File: config.mk
export PLATFORM = sky130hd
export DESIGN_NAME = writeback_regfile
export DESIGN_NICKNAME = d
export VERILOG_FILES = /design/src/rtl/y86_pkg.sv /design/src/rtl/wb_dst_sel.sv /design/src/rtl/writeback_regfile.sv
export SDC_FILE = /design/constraint.sdc
export NUM_CORES = 1
export LEC_CHECK = 0
export CORE_AREA = 2 2 437 439
export CTS_BUF_LIST = sky130_fd_sc_hd__clkbuf_8 sky130_fd_sc_hd__clkbuf_16
export DETAILED_ROUTE_END_ITERATION = 16
export DIE_AREA = 0 0 439 441
export PLACE_DENSITY = 0.44
export SLEW_MARGIN = 20
export SYNTH_ARGS = -nofsm -noshare
export SYNTH_HDL_FRONTEND = slang
export SYNTH_SLANG_ARGS = --single-unit
File: constraint.sdc
create_clock -name clk -period 27.9 [get_ports clk]
set_input_delay 6.975 -clock clk [delete_from_list [all_inputs] [get_ports clk]]
set_output_delay 6.975 -clock clk [all_outputs]
set_load 0.005 [all_outputs]
File: src/rtl/y86_pkg.sv
// Shared Y86-64 encodings: instruction codes, special register IDs and status codes.
package y86_pkg;

   localparam logic [3:0] I_HALT  = 4'h0;
   localparam logic [3:0] I_NOP   = 4'h1;
   localparam logic [3:0] I_CMOV  = 4'h2;
   localparam logic [3:0] I_IRMOV = 4'h3;
   localparam logic [3:0] I_RMMOV = 4'h4;
   localparam logic [3:0] I_MRMOV = 4'h5;
   localparam logic [3:0] I_OPQ   = 4'h6;
   localparam logic [3:0] I_JXX   = 4'h7;
   localparam logic [3:0] I_CALL  = 4'h8;
   localparam logic [3:0] I_RET   = 4'h9;
   localparam logic [3:0] I_PUSH  = 4'hA;
   localparam logic [3:0] I_POP   = 4'hB;

   localparam logic [3:0] R_RSP  = 4'h4;
   localparam logic [3:0] R_NONE = 4'hF;

   typedef enum logic [1:0] {
      S_AOK = 2'd0,
      S_HLT = 2'd1,
      S_ADR = 2'd2,
      S_INS = 2'd3
   } stat_e;

endpackage

File: src/rtl/wb_dst_sel.sv
// Combinational write-back destination selector; shared with the pipeline hazard logic.
module wb_dst_sel
   import y86_pkg::*;
(
   input  logic [3:0] icode,
   input  logic [3:0] rA,
   input  logic [3:0] rB,
   input  logic       cnd,
   output logic [3:0] dstE,
   output logic [3:0] dstM
);

   always_comb begin
      dstE = R_NONE;
      case (icode)
         I_CMOV:                        dstE = cnd ? rB : R_NONE;
         I_IRMOV, I_OPQ:                dstE = rB;
         I_PUSH, I_POP, I_CALL, I_RET:  dstE = R_RSP;
         default:                       dstE = R_NONE;
      endcase
   end

   always_comb begin
      dstM = R_NONE;
      case (icode)
         I_MRMOV, I_POP: dstM = rA;
         default:        dstM = R_NONE;
      endcase
   end

endmodule

File: src/rtl/writeback_regfile.sv
// Y86-64 SEQ write-back stage: architectural register file, E/M commit ports and sticky halt.
module writeback_regfile
   import y86_pkg::*;
#(
   parameter int unsigned     REG_W    = 64,
   parameter int unsigned     NREGS    = 15,
   parameter logic [REG_W-1:0] RSP_INIT = 64'h0000_0000_0000_0200
) (
   input  logic             clk,
   input  logic             rst_n,
   input  logic             wb_en,
   input  logic [3:0]       icode,
   input  logic [3:0]       rA,
   input  logic [3:0]       rB,
   input  logic             cnd,
   input  logic [REG_W-1:0] valE,
   input  logic [REG_W-1:0] valM,
   input  logic [1:0]       stat,
   output logic [REG_W-1:0] reg0,
   output logic [REG_W-1:0] reg1,
   output logic [REG_W-1:0] reg2,
   output logic [REG_W-1:0] reg3,
   output logic [REG_W-1:0] reg4,
   output logic [REG_W-1:0] reg5,
   output logic [REG_W-1:0] reg6,
   output logic [REG_W-1:0] reg7,
   output logic [REG_W-1:0] reg8,
   output logic [REG_W-1:0] reg9,
   output logic [REG_W-1:0] reg10,
   output logic [REG_W-1:0] reg11,
   output logic [REG_W-1:0] reg12,
   output logic [REG_W-1:0] reg13,
   output logic [REG_W-1:0] reg14,
   output logic [3:0]       dstE,
   output logic [3:0]       dstM,
   output logic             halted
);

   logic [REG_W-1:0] r_regs [NREGS];
   logic             r_halted;
   logic [3:0]       w_dst_e;
   logic [3:0]       w_dst_m;
   logic             w_retire;

   wb_dst_sel u_dst_sel (
      .icode (icode),
      .rA    (rA),
      .rB    (rB),
      .cnd   (cnd),
      .dstE  (w_dst_e),
      .dstM  (w_dst_m)
   );

   assign w_retire = wb_en & ~r_halted;

   // Index compare per register: ID 0xF matches nothing, so it can never alias a real register.
   always_ff @(posedge clk) begin
      if (!rst_n) begin
         for (int i = 0; i < NREGS; i++) begin
            r_regs[i] <= (4'(i) == R_RSP) ? RSP_INIT : '0;
         end
         r_halted <= 1'b0;
      end else if (w_retire) begin
         if (stat != S_AOK) begin
            r_halted <= 1'b1;
         end else begin
            for (int i = 0; i < NREGS; i++) begin
               if (w_dst_m == 4'(i)) begin
                  r_regs[i] <= valM;
               end else if (w_dst_e == 4'(i)) begin
                  r_regs[i] <= valE;
               end
            end
         end
      end
   end

   assign dstE   = w_dst_e;
   assign dstM   = w_dst_m;
   assign halted = r_halted;

   assign reg0  = r_regs[0];
   assign reg1  = r_regs[1];
   assign reg2  = r_regs[2];
   assign reg3  = r_regs[3];
   assign reg4  = r_regs[4];
   assign reg5  = r_regs[5];
   assign reg6  = r_regs[6];
   assign reg7  = r_regs[7];
   assign reg8  = r_regs[8];
   assign reg9  = r_regs[9];
   assign reg10 = r_regs[10];
   assign reg11 = r_regs[11];
   assign reg12 = r_regs[12];
   assign reg13 = r_regs[13];
   assign reg14 = r_regs[14];

endmodule

==> impl_results.md, run 1 <==
* Status: finished, final reports clean
* Critical path's largest stage delay at 0.76 ns
* CP Data Required Time at 20.92 ns
* Register bit total from synthesis at 961
* HP Class: flop to flop
* Wirelength per Cell at 37.7 um
* HP Start: halted
* Clk_skew at 0.0268 ns
* CTS tree: built
* RSZ-0062 raised after global routing: no
* CP Cell Sequence: clkdlybuf4s50_1 -> nand2b_1 -> nor4b_1 -> inv_1 -> clkdlybuf4s50_1
* Core Region at 189,000 sq um
* Cell variety after synth at 55
* Post-Syn Area at about 42,000 sq um
* Grt ovf at 0
* Routed Antenna Nets at 0
* Proportion of synthesized chip area in sequential cells at 0.693
* Tot GR Track Use at 0.238
* Wirelength, routed at 242,000 um
* Max-Cap Viols at 0
* Place WS at ~12 ns
* Initial core utilization at 0.220
* Largest net degree at the start of global routing at 89
* Post CTS Setup Buffer Count at 0
* Critical path class: input port to primary output
* Synth warn at 0
* Setup TNS at 0 ns
* Die height at 441 um
* Clk_lat worst skew at a little under 0.8 ns
* PwrDens at slightly above 60 nW/um^2
* Vias in the first global route at 31,600
* Clk slew on worst S/H paths at 0.06 ns
* Antenna violations before repair at 18
* Crit path DAT at 9.42 ns
* Layout Nets at 3,957
* Slew Viols, Final at 0
* Peak VDD IR at 0.0470 mV
* Minimum clock period at ~16 ns
* Finished Core Util at 0.310
* Worst r2r src: halted
* CP startpoint: icode[3]
* Gate count of the mapped netlist at 2,884
* Root Driver: clkbuf_16
* Slowest CP cell: nor4b_1
* Clock sinks at 961
* DRC violations left at 0
* # IOs at 1,115
* Fraction of layout cells with a size suffix above 1 at 0.0830
* CTS max path bufs at 3
* Worst Setup End Kind: primary output
* Port Buffers at between 1,000 and 1,500
* Total die area at 194,000 sq um
* Final period util at 0.588
* TritonCTS Buffers at 114
* Rows at 160
* Post-route setup slack at approximately 12 ns
* Final hold viol count at 0
* Area grow syn2layout at 40.9%
* DP Wirelength at 161,000 um
* CP Launch Type: input port
* Hold slack at 0.643 ns
* Crit path max fanout at 14
* Syn nets at 3,030
* H-tree depth at 3
* Via-to-Cell Ratio at between 5 and 6
* Crit path buffers/inverters at 3
* Top cell family by delay on the critical path: buffers and inverters
* Max Clk Rate at 61.0 MHz
* Prevailing post-synth register cell: edfxtp_1
* Routed via count at 33,300
* Worst-margin pin slew at 1.24 ns
* DR pass1 iterations at 6
* Post-cts resize count at 0
* Die W at roughly 440 um
* Leak pwr at 20.0 nW
* First-pass GRT wire length at 312,000 um
* Endpoints failing setup at 0
* DR iter-0 viols at roughly 3,400
* Post-cts hold buffer count at 0
* GPL Wtd Cong at around 0.9
* Post-synth EDFFs at 960
* Slew HR at 0.170
* Fraction of registers with async set/reset at 0
* Cell mode on critical path: clkdlybuf4s50_1
* Syn avg cell area at 14.4 sq um
layer usage:
metal  wire length, um  vias to the layer above  GRT usage  share of wire
li1                  -                    13400          -              -
met1             90000                    17600      0.284           0.37
met2            118000                     1877      0.402           0.49
met3             19300                      415     0.0503          0.080
met4             14300                        8      0.127          0.059
met5                55                        -          0        0.00023
worst register-to-register path, stage by stage, from the launching register on:
cell and delay, ns:
dfxtp_1 0.39, nor4b_2 0.30, buf_4 0.25, and2_4 0.71
o211ai_1 0.39, nor3_2 0.18, buf_4 0.54, or3b_4 0.81
buf_4 0.70
cell type report:
type / count / area, sq um
flip-flops and latches: 961 / 28800
well taps: 2511 / 3140
fillers: 19000 / 131000
diodes: 6 / 15.0
clock inverters: 92 / 649
repair buffers: 1214 / 11900
multi-input cells: 1514 / 11200
clock buffers: 115 / 2880
inverters: 6 / 22.5
kinds of logic (layout without fill, tap and decap cells):
kind of cell,count (synthesis),after routing,share of synthesized area
DFF,961,961,0.693
and+or+nand+nor,463,463,0.0540
AOI/OAI and AO/OA,923,923,0.179
buffers and inverters,409,1427,0.0431
other,0,6,0
muxes,128,128,0.0308
registers in the layout, indices dropped and copies added (netlist names):
register / cells
halted: 1
r_regs: 960
final timing paths:
check                                 endpoint  slack (ns)  depth (start not counted)
worst max register to register  r_regs[0][217]       23.15                          8
worst max-delay path                   dstE[2]       11.51                          5
worst min-delay path                    halted        0.64                          1
worst min register to register          halted        0.64                          1
through the flow:
step | instances | area (sq um) | power, mW
detailed placement | 6206 | 55100 | 2.11
finish | 6419 | 58700 | 3.54
floorplan | 2884 | 41600 | 1.81
global placement | 6206 | 55100 | 2.11
CTS | 6413 | 58700 | 3.57
global route | 6416 | 58700 | 3.63
Yosys cell counts, drive strengths merged, types with 3 or more instances:
cell type	count	area, sq um
nand2b	8	50.1
a21oi	5	36.3
and3	21	131
nand3b	6	45.0
nand3	175	876
o21a	5	38.8
inv	6	22.5
mux2i	128	1280
o211ai	3	22.5
a21boi	65	488
buf	111	674
a32o	128	1280
nor2b	9	56.3
nor4	13	103
a22o	510	4470
and2	3	18.8
nand2	194	728
nor2	4	15.0
o21ai	177	886
edfxtp	960	28800
clkbuf	292	1100
or3b	4	35.0
nor3	13	80.1
a31o	19	166
layout by cell type (no fill, tap or decap), drive strengths merged, types with 5 or more instances in the layout:
| master | Yosys | final |
|---|---|---|
| a21boi | 65 | 65 |
| a21oi | 5 | 5 |
| a22o | 510 | 510 |
| a31o | 19 | 19 |
| a32o | 128 | 128 |
| and3 | 21 | 21 |
| buf | 111 | 104 |
| bufinv | 0 | 6 |
| clkbuf | 292 | 115 |
| clkdlybuf4s50 | 0 | 1110 |
| clkinv | 0 | 50 |
| diode | 0 | 6 |
| edfxtp | 960 | 960 |
| inv | 6 | 38 |
| mux2i | 128 | 128 |
| nand2 | 194 | 194 |
| nand2b | 8 | 8 |
| nand3 | 175 | 175 |
| nand3b | 6 | 6 |
| nor2b | 9 | 9 |
| nor3 | 13 | 13 |
| nor4 | 13 | 13 |
| o21a | 5 | 5 |
| o21ai | 177 | 177 |
where the power goes:
| part | switching, mW | leakage [nW] | internal, mW |
|---|---|---|---|
| Combinational | 0.239 | 8.39 | 0.156 |
| Clock | 0.659 | 1.83 | 0.800 |
| Sequential | 0.0234 | 9.75 | 1.66 |
| Total | 0.921 | 20.0 | 2.62 |
(Power assumes the default switching activity.)
==> inputs of run 2 (changes only) <==
Clock period 27.9 ns to 15.8 ns, I/O delays scaled along.
==> run 2 against run 1 <==
Against the previous run: combinational power increased by 76%; worst setup slack got worse by 6.1 ns; sequential share of layout area decreased by 0.14 points; global-route usage decreased by 0.10 points; cell area increased by 0.28%; non-clock buffer count decreased by 2; critical path depth unchanged; clock power increased by 80%; critical path type unchanged; core utilization increased by 0.086 points.
==> impl_results.md, run 2 (synthesis results as in run 1) <==
* Status: finished, final reports clean
* Peak VDD IR at 0.0887 mV (+89%)
* DR pass1 iterations at 6 (unchanged)
* Rows at 160 (unchanged)
* Initial core utilization at 0.220 (unchanged)
* CTS tree: built
* First-pass GRT wire length at 311,000 um (-0.30%)
* Fill cell count at 19,000 (-0.095%)
* Max Clk Rate at 96.4 MHz
* Crit path DAT at 6.42 ns (-3.00 ns)
* CP Data Required Time at 11.85 ns (-9.07 ns)
* Critical path class: input port to primary output
* Max reg flops at 960 (unchanged)
* Layout Nets at 3,956 (-0.025%)
* Max-Cap Viols at 0 (unchanged)
* Largest net degree at the start of global routing at 73 (-18%)
* CTS max path bufs at 3 (unchanged)
* Wirelength, routed at 240,000 um (-0.67%)
* Slew Viols, Final at 0 (unchanged)
* Total die area at 194,000 sq um (unchanged)
* Worst Setup End Kind: primary output
* GPL Wtd Cong at 0.893 (+1.2%)
* Clk_lat worst skew at 0.75 ns (-0.04 ns)
* Slew HR at 0.183 (+0.0133)
* Wirelength per Cell at 37.3 um (-0.84%)
* Die W at 439 um (unchanged)
* CP Launch Type: input port
* Area grow syn2layout at 41.3%
* Non-filler instance count after layout at 6,430 (+0.17%)
* Final hold viol count at 0 (unchanged)
* Clk_skew at 0.0163 ns (-0.0105 ns)
* GRT busiest layer: met2
* Worst-margin pin slew at 1.23 ns (-0.0161 ns)
* Placed cell count at 6,202 (-0.064%)
* Multi-input gate area at 11,200 sq um (about the same)
* Met1 Use GR at 0.281 (-0.00273)
* Grt met3 use at 0.0528 (+0.00243)
* PwrDens at 107 nW/um^2 (+78%)
* Routing usage on met2 at 0.406 (+0.00414)
* Post-cts hold buffer count at 0 (unchanged)
* Setup TNS at 0 ns (unchanged)
* # IOs at 1,115 (unchanged)
* Most common cell after layout, fill and taps aside: clkdlybuf4s50_1
* Crit path max fanout at 14 (unchanged)
* Fraction of layout cells with a size suffix above 1 at 0.0846 (+0.00160)
* HP Class: flop to flop
* Clock sinks at 961 (unchanged)
* Grt ovf at 0 (unchanged)
* Routed via count at 33,200 (-0.13%)
* Post CTS Setup Buffer Count at 0 (unchanged)
* TritonCTS Buffers at 115 (+0.88%)
* Port Buffers at 1,114 (unchanged)
* Most frequent cells in the layout: 1,109 x clkdlybuf4s50_1, 960 x edfxtp_1, 510 x a22o_1
* Die height at 441 um (unchanged)
* Tot GR Track Use at 0.237 (-0.00103)
* Clk slew on worst S/H paths at 0.06 ns (about the same)
* Via-to-Cell Ratio at 5.17 (-0.30%)
* Core Region at 189,000 sq um (unchanged)
* Leak pwr at 20.0 nW (+0.28%)
* Post-cts resize count at 0 (unchanged)
* Antenna violations before repair at 17 (-1)
* DRC violations left at 0 (unchanged)
* Reg with most FFs: r_regs
* Routed Antenna Nets at 0 (unchanged)
* Vias in the first global route at 31,500 (-0.28%)
* FF/Latch Area at 28,800 sq um (unchanged)
* Minimum clock period at between 10 and 15 ns
* Final period util at 0.656
* Root Driver: clkbuf_16
* DR iter-0 viols at 3,637 (+7.6%)
* H-tree depth at 3 (unchanged)
* RSZ-0062 raised after global routing: no
* Endpoints failing setup at 0 (unchanged)
* DP Wirelength at 160,000 um (-1.1%)
-- run 2: cell types whose count changed in the layout (fill, tap and decap cells not counted), moves of 2 or more --
cell	change
inv_16	+2
buf_12	+2
bufinv_16	+2
clkinv_4	+3
clkinv_1	+9
clkinv_16	-3
diode_2	+2
inv_1	-6
buf_16	+2
buf_4	-6
clkbuf_16	+2
-- run 2: area by class of cell --
cell class | instances | share of cell area
diodes | 8 | 0.000340
clock buffers | 117 | 0.0498
clock inverters | 101 | 0.0119
inverters | 6 | 0.000383
multi-input cells | 1514 | 0.191
flip-flops and latches | 961 | 0.490
well taps | 2511 | 0.0534
repair buffers | 1212 | 0.203
-- run 2: worst paths after layout --
kind            start              to  slack [ns]  cells after the start
min reg2reg    halted          halted        0.64                      1
min            halted          halted        0.64                      1
max reg2reg    halted  r_regs[0][163]       11.48                      9
max          icode[3]         dstE[2]        5.43                      5
-- run 2: worst max-delay path, stage by stage --
cell,delay (ns)
clkdlybuf4s50_1,0.69
nand2b_1,0.38
nor4b_1,0.76
inv_1,0.14
clkdlybuf4s50_1,0.49
-- run 2: power by group --
part | total, mW | switching (mW) | internal [mW]
clock network | 2.63 | 1.16 | 1.47
logic | 0.697 | 0.420 | 0.276
registers | 2.98 | 0.0425 | 2.94
total | 6.30 | 1.62 | 4.68
-- run 2: per-stage QoR --
stage	area [sq um]	total power, mW	hold slack, ns	setup WS (ns)	utilization
after floorplan	41600	3.20	0.519	2.54	-
after global placement	55100	3.73	0.619	5.55	0.291
after detailed placement	55100	3.73	0.619	5.54	0.291
after CTS	58800	6.36	0.637	5.52	0.311
after global routing	58800	6.47	0.654	5.31	0.311
final	58800	6.30	0.644	5.43	0.311
-- run 2: metal layers --
layer	up-vias	routed length [um]
li1	13400	-
met1	17500	90800
met2	1936	118000
met3	410	18000
met4	12	12900
met5	-	73
